<file path="src/rtl/fila_escrita_registradores.sv">
// fila_escrita_registradores: write-back FIFO feeding the register bank write port with rs/rt bypass
module fila_escrita_registradores #(
  parameter int DATA_W = 32,
  parameter int ADDR_W = 5,
  parameter int DEPTH  = 4
) (
  input  logic                         clock,
  input  logic                         reset_n,
  input  logic                         flush,
  input  logic                         hold,
  input  logic                         wb_valid,
  output logic                         wb_ready,
  input  logic [ADDR_W-1:0]            wb_rd,
  input  logic [DATA_W-1:0]            wb_dado,
  output logic                         RegWrite,
  output logic [ADDR_W-1:0]            rd,
  output logic [DATA_W-1:0]            dado_escrita,
  input  logic [ADDR_W-1:0]            rs_q,
  input  logic [ADDR_W-1:0]            rt_q,
  output logic                         hit_rs,
  output logic                         hit_rt,
  output logic [DATA_W-1:0]            dado_rs,
  output logic [DATA_W-1:0]            dado_rt,
  output logic [$clog2(DEPTH+1)-1:0]   count
);
  localparam int PW = $clog2(DEPTH);
  localparam int CW = $clog2(DEPTH+1);
  localparam logic [CW-1:0] FULL = CW'(DEPTH);
  localparam logic [PW-1:0] ONE = PW'(1);
  logic [ADDR_W-1:0] rd_mem  [DEPTH];
  logic [DATA_W-1:0] dat_mem [DEPTH];
  logic [PW-1:0] head, tail;
  logic [CW-1:0] cnt;
  logic push, pop;
  assign wb_ready = (cnt < FULL) && !flush;
  assign push     = wb_valid && wb_ready && (wb_rd != '0);
  assign pop      = (cnt != '0) && !hold && !flush;
  assign count    = cnt;
  always_ff @(posedge clock or negedge reset_n) begin
    if (!reset_n) begin
      head         <= '0;
      tail         <= '0;
      cnt          <= '0;
      RegWrite     <= 1'b0;
      rd           <= '0;
      dado_escrita <= '0;
    end else begin
      RegWrite <= pop;
      if (pop) begin
        rd           <= rd_mem[head];
        dado_escrita <= dat_mem[head];
      end
      if (flush) begin
        head <= '0;
        tail <= '0;
        cnt  <= '0;
      end else begin
        head <= pop ? head + ONE : head;
        tail <= push ? tail + ONE : tail;
        cnt  <= cnt + CW'(push) - CW'(pop);
      end
    end
  end
  always_ff @(posedge clock) begin
    if (push) begin
      rd_mem[tail]  <= wb_rd;
      dat_mem[tail] <= wb_dado;
    end
  end
  // Walk oldest to youngest so the youngest match overrides; issue stage is lowest priority.
  function automatic logic [DATA_W:0] look(input logic [ADDR_W-1:0] q);
    logic [DATA_W:0] r;
    logic [PW-1:0] idx;
    r = (RegWrite && rd == q) ? {1'b1, dado_escrita} : '0;
    for (int k = 0; k < DEPTH; k++) begin
      idx = head + PW'(k);
      if (CW'(k) < cnt && rd_mem[idx] == q) r = {1'b1, dat_mem[idx]};
    end
    return (q == '0) ? '0 : r;
  endfunction
  always_comb begin
    {hit_rs, dado_rs} = look(rs_q);
    {hit_rt, dado_rt} = look(rt_q);
  end
endmodule

</file>
<file path="config.mk">
export PLATFORM = sky130hd
export DESIGN_NAME = fila_escrita_registradores
export DESIGN_NICKNAME = d
export VERILOG_FILES = /design/src/rtl/fila_escrita_registradores.sv
export SDC_FILE = /design/constraint.sdc
export NUM_CORES = 1
export LEC_CHECK = 0
export CORE_ASPECT_RATIO = 0.7
export CORE_MARGIN = 4
export CORE_UTILIZATION = 50
export CTS_CLUSTER_SIZE = 10
export DETAILED_ROUTE_END_ITERATION = 10
export DONT_BUFFER_PORTS = 1
export GPL_TIMING_DRIVEN = 1
export RECOVER_POWER = 50
export SYNTH_ARGS = -nofsm -noshare
export SYNTH_HDL_FRONTEND = slang
export SYNTH_SLANG_ARGS = --single-unit
</file>
<file path="constraint.sdc">
create_clock -name clock -period 3.25 [get_ports clock]
set_input_delay 0.1625 -clock clock [delete_from_list [all_inputs] [get_ports clock]]
set_output_delay 0.1625 -clock clock [all_outputs]
set_load 0.05 [all_outputs]
</file>
* Yosys cells after proc, flatten, opt, wreduce, memory -nomap -nowiden
Memories as Yosys holds them, arrays and structs flattened.
Index checks and enable logic that the tools add are counted.
** Cells by class
- $add $sub $neg :: 6
- Mux-type cells :: 19
- Eq/ne operators :: 10
- $mul :: 0
- Order comparisons :: 5
- Bitwise logic cells :: 0
- Divide/modulo/power cells :: 0
- Reductions and logical operators :: 23
- Shift operators :: 0
** Operator list (number)
- 2-to-1 mux 33 bit :: 12
- == test 5 bit :: 10
- logical AND 1 bit :: 15
- zero test 5 bit :: 2
- 2-to-1 mux 2 bit :: 4
- less-than comparator 1 x 3 -> 1 bit (first input constant) :: 2
- less-than comparator 2 x 3 -> 1 bit (first input constant) :: 2
- nonzero test 5 bit :: 1
- adder 2 x 1 -> 2 bit (second input constant) :: 2
- adder 2 bit (second input constant) :: 2
- nonzero test 2 bit :: 2
- adder 3 x 1 -> 3 bit :: 1
- less-than comparator 3 bit (second input constant) :: 1
- 2-to-1 mux 3 bit :: 1
- nonzero test 3 bit :: 1
- subtractor 3 x 1 -> 3 bit :: 1
- zero test 1 bit :: 2
- 2-to-1 mux 1 bit :: 2
** Storage, ports and cells
- Bits of input ports :: 52
- Memory bits (read-only) :: 0
- Bits in latches :: 0
- Logic and storage cells :: 71
- Bits in writable memories :: 148
- Bits in registers :: 45
- Output and inout bits :: 108
- Memories kept :: 2
** Memories
- dat_mem :: depth 4, bits a word 32, rd ports 4, clocked after memory_dff 0, write ports 1, line 31 : logic [DATA_W-1:0] dat_mem [DEPTH];
- rd_mem :: depth 4, bits a word 5, rd ports 4, clocked after memory_dff 0, write ports 1, line 30 : logic [ADDR_W-1:0] rd_mem [DEPTH];

* Depth between registers and ports, before layout
Gate-level depths: netlist of run 1.
- Depth in word-level cells :: 8
- Depth in mapped cells :: 12
- Gate-level depth less buffers :: 11

* Worst setup path after synthesis of run 1
Ideal clock, no wire load.
- Path kind :: reg2out
- From :: register cnt[2], in the netlist count[2]
- To :: output dado_rs[0]
- Buffers on the path :: 4
- Arrival time :: 3174 ps
- Cell stages (with the launch flop) :: 12
- Required time :: 3087 ps
- Path slack :: -86 ps
- Cell sequence :: dfrtp_1 > inv_1 > ha_1 > clkbuf_1 > a21oi_1 > and2_0 > clkbuf_1 > a2bb2oi_2 > or3b_1 > buf_2 > buf_2 > o221ai_1
** On the way
- Cells in the longest elaborated chain, start to end :: 7
- Elaborated cells on any way between the ends :: 13
** RTL lines
- from (decl) :: line 33 : logic [CW-1:0] cnt;
- from (signal assigned) :: line 60 : cnt <= cnt + CW'(push) - CW'(pop);
- less-than comparator 1 x 3 -> 1 bit :: line 77 : if (CW'(k) < cnt && rd_mem[idx] == q) r = {1'b1, dat_mem[idx]};
- logical AND 1 bit :: line 77
- 2-to-1 mux 33 bit (3 in a row) :: line 77
- 2-to-1 mux 33 bit (*) :: line 77
- 2-to-1 mux 33 bit (*) :: line 79 : return (q == '0) ? '0 : r;
- to (decl) :: line 22 : output logic [DATA_W-1:0] dado_rs,
Mark *: on every way between the ends. The rest lies on a longest branch, timed or not.

* Final worst setup path of run 1
- From :: register head[0]
- To :: output dado_rs[3]
** On the way
- Cells in the longest elaborated chain, start to end :: 8
- Elaborated cells on any way between the ends :: 18
** RTL lines
- from (decl) :: line 32 : logic [PW-1:0] head, tail;
- from (signal assigned) :: line 58 : head <= pop ? head + ONE : head;
- adder 2 x 1 -> 2 bit / memory read (4 x 5 bit) (equally long branches)
- memory read (4 x 5 bit) / == test 5 bit (equally long branches)
- == test 5 bit / logical AND 1 bit (equally long branches) :: line 77
- logical AND 1 bit / 2-to-1 mux 33 bit (equally long branches) :: line 77
- 2-to-1 mux 33 bit (2 in a row) :: line 77
- 2-to-1 mux 33 bit (*) :: line 77
- 2-to-1 mux 33 bit (*) :: line 79
Marks and branches as above.

==> summary.txt, run 1 <==
CTS
  • Clk_lat worst skew: 0.46 ns
  • Htree depth: 4
  • Inserted Clock Buffers: 17
  • Root cell of the clock tree: clkbuf_16
  • Count of clock tree sinks: 193
  • TritonCTS clock tree: yes
  • Clock-pin transition on the worst setup and hold timing paths: 0.08 ns
  • Maximum number of buffers from clock root to sink: 2

Worst setup path
  • Critical path data required time: 3.09 ns
  • Setup Crit Path Kind: reg -> out
  • Worst path slowest cell: dfrtp_4
  • Critical path's largest stage delay: 0.54 ns
  • Critical Path, Cell by Cell: buf_8 -> buf_6 -> mux4_2 -> xnor2_2 -> nand4_2 -> buf_6 -> nor2_4 -> buf_12 -> mux2_2 -> o211ai_1 -> buf_4
  • Startpoint type of the worst setup path: flip-flop
  • Endpoint class of the critical path: output port
  • Max FO, Critical Path: 16
  • Critical Path Most Common Cell: buf_6
  • Worst Path Arrival: 3.49 ns

Routing
  • Violation count after the first detailed-routing iteration: 1443
  • Total routed wirelength: 52220 um
  • Final routed DRC violation total: 0
  • Routed Antenna Nets: 0
  • Mean routed wirelength per cell: 29.19 um
  • Via count: 12.53k
  • Avg Vias per Cell: 7.005
  • Pre-antenna DRT Iters: 5

Timing
  • Hold slack final: 0.1212 ns
  • Minimum clock period after layout: 3.651 ns
  • Max-slew violations: 46
  • Final setup fails: 66
  • Worst-case headroom to the max-slew limit: -76.07%
  • Transition at the pin with the smallest max-transition slack: 2.641 ns
  • Achievable frequency: 273.9 MHz
  • Setup repair after global routing missed its margin: true
  • Final clock period utilization by the worst path: 112.3%
  • Setup slack after layout: -0.4011 ns
  • Max Clock Skew: 0.01034 ns
  • Hold Vio Cnt, Final: 0
  • Setup TNS: -17.92 ns

Floorplan
  • Horizontal extent of the die: 211.8 um
  • I/O Pins: 160
  • Core footprint: 28200 um2
  • Standard-cell row count: 51
  • Total Die Area: 31910 um2
  • Initial cell density of the core: 51.54%
  • Vertical extent of the die: 150.7 um

Worst hold path
  • Worst min-delay path category: in -> reg

Final layout
  • Final #Nets: 1464
  • Growth of design area from synthesis to finish: 33.16%
  • Post-layout utilization of the core: 68.64%
  • # fillers: 1948
  • Final instance area: 19360 um2
  • Fraction of layout instances using a drive strength above 1: 40.61%
  • Non-filler cells in the finished layout: 1789

Synthesis
  • Distinct cell type count of the synthesized netlist: 50
  • Portion of synthesized cell area occupied by the leading cell type: 30.57%
  • Syn Inst Count: 1279
  • Total of flip-flops plus latches after synthesis: 193
  • Average instance area after synthesis: 11.37 um2
  • EDFF count, synth: 148
  • Summed instance area of the synthesized netlist: 14540 um2
  • Async set-reset flop share out of synthesis: 23.32%
  • Seq/Total Area, Yosys: 38.32%
  • Net Count, Synth: 1340
  • Synth area leader: edfxtp_1
  • Cells taking the most area after synthesis: edfxtp_1 (31%), mux4_2 (15%), dfrtp_1 (7.7%)
  • Primary flip-flop cell chosen by synthesis mapping: edfxtp_1
  • Synth warnings: 0

Placed design
  • Placed insts: 1654
  • Quantity of I/O buffers inserted on ports: 0
  • Routability-driven placement congestion ratio: 0.8271
  • HPWL after DPL: 29620 um
  • Worst slack, placed: 0.1026 ns
  • Placed instance area: 15850 um2

Power and ir drop
  • Overall power of the completed layout: 12.21 mW
  • Leakage power: 6.429 nW
  • PwrDens: 630.7 nW/um2
  • Highest ir drop seen on vdd: 0.0004319 V

Global route
  • Global-route wire length before repair: 74400 um
  • Number of global-route vias before repair: 11.97k
  • Total global routing overflow: 0
  • Pin count of the biggest net entering global routing: 105
  • Antenna violations before repair: 2
  • GR Util All Layers: 31.10%

Outcome
  • Result of the run: complete, but fails checks
  • Violated checks: max-capacitance violations, max-slew violations, negative setup slack

Flow run
  • Max capacitance violation total: 1
-- synthesized netlist by cell type, types with 22 or more instances --
| master | instances |
|---|---|
| a21oi_1 | 59 |
| inv_1 | 39 |
| nand4_1 | 22 |
| edfxtp_1 | 148 |
| nor3_1 | 40 |
| nand2_1 | 93 |
| o211ai_1 | 42 |
| xnor2_1 | 31 |
| mux2i_1 | 75 |
| a211oi_1 | 22 |
| mux4_2 | 99 |
| dfrtp_1 | 45 |
| o221ai_1 | 52 |
| mux2_2 | 89 |
| and2_1 | 40 |
| and3_1 | 33 |
| buf_2 | 37 |
| clkbuf_1 | 81 |
| o31ai_1 | 32 |
| nand3_1 | 36 |
| nor2b_1 | 24 |
| xor2_1 | 25 |
-- cell usage in the layout (no fill, tap or decap), types with 11 or more instances in the layout --
cell type      synthesis  routed
nand3_1               36      34
mux4_2                99      99
o21ai_0               20      20
o31ai_2                0      23
nand2_1               93      93
nand4_1               22      22
clkbuf_16              0      23
nand4b_1              20      20
nor2b_1               24      24
nor3_1                40      36
xor2_1                25      15
o211ai_1              42      42
nor2_1                15      14
buf_4                  7      66
buf_6                 10      78
inv_1                 39      38
o221ai_2               0      11
edfxtp_1             148     148
xnor2_1               31      23
dlygate4sd3_1          0      40
a21oi_1               59      49
mux2i_1               75      67
o221ai_4               0      39
dfrtp_1               45      41
and3_1                33      33
mux2_2                89      82
a211oi_1              22      22
and2_1                40      36
buf_12                 0      37
-- metal layers --
layer | share of wire, % | GRT usage (%) | up-vias
li1 | - | - | 5263
met1 | 40 | 43.88 | 6305
met2 | 45 | 46.95 | 841
met3 | 12 | 8.540 | 123
met4 | 2.7 | 10.27 | 0
met5 | 0 | 0 | -
-- worst max-delay path: cells and delay by family, from the launching register on --
family | cells | cell delay, ns
flip-flops | 1 | 0.54
XOR/XNOR | 1 | 0.28
multiplexers | 2 | 0.69
AO/OA/AOI/OAI | 1 | 0.19
AND/OR/NAND/NOR | 2 | 0.36
buffers and inverters | 5 | 0.96
-- kinds of logic after synthesis --
group / synth area share (%)
AND/OR/NAND/NOR: 12.51
multiplexers: 27.39
AO/OA/AOI/OAI: 11.91
flip-flops: 38.32
buffers and inverters: 5.663
XOR/XNOR: 3.374
adder cells (fa/ha/maj): 0.8263
-- layout make-up --
cell class                 instances  area, um2  share of cell area (%)
antenna                            2      5.005                 0.02585
clock buffer                      18      439.2                   2.269
clock inverter                    14      168.9                  0.8725
inverter                          39      146.4                  0.7562
multi-input combinational        906       9588                   49.53
sequential                       193       5580                   28.83
tap                              371      464.2                   2.398
timing repair buffer             246       2967                   15.32
-- registers in the layout, summed over array words and instances, names as in the netlist --
name          flops
rd_mem           20
dat_mem         128
head              2
count             3
tail              2
dado_escrita     32
rd                5
RegWrite          1
-- timing repair --
action,in CTS,in global routing
buffers inserted,20,28
gates cloned,7,8
resized for setup,180,128
setup endpoints to repair,66,66
hold buffers,41,0
pin swaps,52,29
hold endpoints to repair,200,0
-- final timing paths --
path	slack [ns]	to	cells after the start	start
min in group asynchronous	1.17	dado_escrita[25]	2	reset_n
setup reg to reg	0.74	count[2]	10	count[1]
setup / recovery	-0.40	dado_rs[3]	11	head[0]
max in group asynchronous	0.21	head[0]	2	reset_n
hold reg to reg	0.61	tail[0]	2	tail[0]
hold / removal	0.12	tail[0]	5	wb_valid
-- where the power goes --
part           switching (mW)  internal [mW]  total (mW)
Clock                    1.05           1.18        2.23
Combinational            3.37           2.40        5.77
Sequential               1.23           2.98        4.21
Total                    5.65           6.56        12.2
Note: power is estimated with default switching activity, not from simulation.
==> run 2: changes to the inputs <==
--- a/config.mk
+++ b/config.mk
@@ -13,6 +13,7 @@
 export DONT_BUFFER_PORTS = 1
 export GPL_TIMING_DRIVEN = 1
 export RECOVER_POWER = 50
+export SETUP_SLACK_MARGIN = 0.4
 export SYNTH_ARGS = -nofsm -noshare
 export SYNTH_HDL_FRONTEND = slang
 export SYNTH_SLANG_ARGS = --single-unit
==> summary.txt, run 2 (synthesis gave the netlist of run 1 again) <==
Outcome
  • Result of the run: complete, but fails checks (unchanged)
  • Violated checks: max-capacitance violations, max-slew violations, negative setup slack (unchanged)

Floorplan
  • Core footprint: 28200 um2 (unchanged)
  • Horizontal extent of the die: 211.8 um (unchanged)
  • Standard-cell row count: 51 (unchanged)
  • Vertical extent of the die: 150.7 um (unchanged)
  • Initial cell density of the core: 51.54% (unchanged)
  • I/O Pins: 160 (unchanged)
  • Total Die Area: 31910 um2 (unchanged)

Timing
  • Minimum clock period after layout: 3.605 ns (was 3.651 ns)
  • Final setup fails: 66 (unchanged)
  • Transition at the pin with the smallest max-transition slack: 1.640 ns (was 2.641 ns)
  • Worst-case headroom to the max-slew limit: -9.355% (was -76.07%)
  • Final clock period utilization by the worst path: 110.9% (was 112.3%)
  • Setup repair after global routing missed its margin: true (unchanged)
  • Achievable frequency: 277.4 MHz (was 273.9 MHz)
  • Hold Vio Cnt, Final: 0 (unchanged)
  • Setup slack after layout: -0.3552 ns (was -0.4011 ns)
  • Hold slack final: 0.1416 ns (was 0.1212 ns)
  • Max-slew violations: 46 (unchanged)
  • Max Clock Skew: 0.009871 ns (was 0.01034 ns)

Global route
  • Global-route wire length before repair: 78400 um (was 74400 um)
  • Antenna violations before repair: 2 (unchanged)
  • Pin count of the biggest net entering global routing: 90 (was 105)
  • Total global routing overflow: 0 (unchanged)
  • Number of global-route vias before repair: 12.55k (was 11.97k)
  • GR Util All Layers: 32.68% (was 31.10%)

Placed design
  • Routability-driven placement congestion ratio: 0.8998 (was 0.8271)
  • Placed instance area: 17400 um2 (was 15850 um2)
  • HPWL after DPL: 30090 um (was 29620 um)
  • Quantity of I/O buffers inserted on ports: 0 (unchanged)
  • Placed insts: 1656 (was 1654)

Flow run
  • Max capacitance violation total: 1 (unchanged)

CTS
  • Root cell of the clock tree: clkbuf_16 (unchanged)
  • Count of clock tree sinks: 193 (unchanged)
  • Inserted Clock Buffers: 17 (unchanged)
  • TritonCTS clock tree: yes (unchanged)
  • Clock-pin transition on the worst setup and hold timing paths: 0.07 ns (was 0.08 ns)
  • Clk_lat worst skew: 0.47 ns (was 0.46 ns)
  • Maximum number of buffers from clock root to sink: 2 (unchanged)
  • Htree depth: 4 (unchanged)

Final layout
  • Biggest registers after layout: dat_mem: 128 flops, dado_escrita: 32 flops, rd_mem: 20 flops (unchanged)
  • Fraction of layout instances using a drive strength above 1: 42.38% (was 40.61%)
  • Max reg flops: 128 (unchanged)
  • Non-filler cells in the finished layout: 1776 (was 1789)
  • Most frequent cells in the layout: edfxtp_1 (148), mux4_2 (99), nand2_1 (92) (was edfxtp_1 (148), mux4_2 (99), nand2_1 (93))
  • Final #Nets: 1452 (was 1464)
  • Most common cell after layout, fill and taps aside: edfxtp_1 (unchanged)
  • Final instance area: 19980 um2 (was 19360 um2)
  • Growth of design area from synthesis to finish: 37.41% (was 33.16%)
  • Register containing the most flip-flops in the final layout: dat_mem (unchanged)
  • # fillers: 1931 (was 1948)

Routing
  • Total routed wirelength: 52480 um (was 52220 um)
  • Via count: 12.53k (about the same)
  • Final routed DRC violation total: 0 (unchanged)
  • Avg Vias per Cell: 7.053 (was 7.005)
  • Pre-antenna DRT Iters: 5 (unchanged)
  • Routed Antenna Nets: 0 (unchanged)
  • Violation count after the first detailed-routing iteration: 1448 (was 1443)
  • Mean routed wirelength per cell: 29.55 um (was 29.19 um)

Worst setup path
  • Register-to-register setup slack: 0.81 ns (was 0.74 ns)
  • Max FO, Critical Path: 9 (was 16)
  • Startpoint type of the worst setup path: flip-flop (unchanged)
  • Endpoint class of the critical path: output port (unchanged)
  • Critical path data required time: 3.09 ns (about the same)
  • Worst Path Arrival: 3.44 ns (was 3.49 ns)
  • Setup Crit Path Kind: reg -> out (unchanged)

Power and ir drop
  • Highest ir drop seen on vdd: 0.0005637 V (was 0.0004319 V)
  • Leakage power: 6.421 nW (was 6.429 nW)
  • PwrDens: 619.4 nW/um2 (was 630.7 nW/um2)
  • Overall power of the completed layout: 12.37 mW (was 12.21 mW)

Worst hold path
  • Worst min-delay path category: in -> reg (unchanged)
[run 2: layer usage]
metal | global-route usage [%] | wire (um)
met1 | 45.60 | 21170
met2 | 49.62 | 23690
met3 | 8.894 | 5928
met4 | 11.55 | 1686
met5 | 0 | 0
[run 2: final cells by class]
cell class	instances	area [um2]	area share, %
inverters	39	146.4	0.7328
repair buffers	234	3217	16.10
clock inverters	13	156.4	0.7829
multi-input cells	906	9977	49.94
well taps	371	464.2	2.324
flip-flops and latches	193	5580	27.93
diodes	1	2.502	0.01253
clock buffers	19	432.9	2.167
[run 2: power by group]
part           switching, mW  total (mW)  internal [mW]
clock network           1.01        2.16           1.15
registers               1.32        4.30           2.98
logic                   3.40        5.91           2.52
total                   5.73        12.4           6.64
[run 2: metrics by stage]
step / utilization [%] / worst slack (ns) / TNS (ns)
finish: 70.83 / -0.3552 / -17.94
global route: 70.83 / -0.3983 / -23.33
CTS: 69.33 / -0.2940 / -15.59
detailed placement: 61.68 / -0.007784 / -0.01390
global placement: 61.68 / 0.03411 / 0
floorplan: - / 0.09502 / 0
[run 2: critical path, cell delays in order (launching register included)]
cell	delay, ns
dfrtp_4	0.48
buf_8	0.15
mux4_2	0.55
xor2_2	0.23
nor4_4	0.07
buf_4	0.17
a2bb2oi_4	0.13
or3b_4	0.45
buf_12	0.18
o211ai_1	0.30
buf_4	0.27
[run 2: final timing paths]
path / cells after the start / to / start
worst max-delay path: 10 / dado_rs[4] / head[0]
worst min-delay path: 5 / tail[0] / wb_valid
worst max register to register: 5 / dado_escrita[14] / count[0]
worst min register to register: 2 / tail[1] / tail[1]
max in group asynchronous: 2 / head[0] / reset_n
min in group asynchronous: 2 / dado_escrita[31] / reset_n
[run 2: repair_timing]
action | in CTS | in global routing
endpoints found under the setup margin | 66 | 66
endpoints found under the hold margin | 200 | 0
setup buffers | 22 | 11
pin swaps | 45 | 18
hold buffers | 41 | 0
gates resized for setup | 138 | 37
cloned | 8 | 5
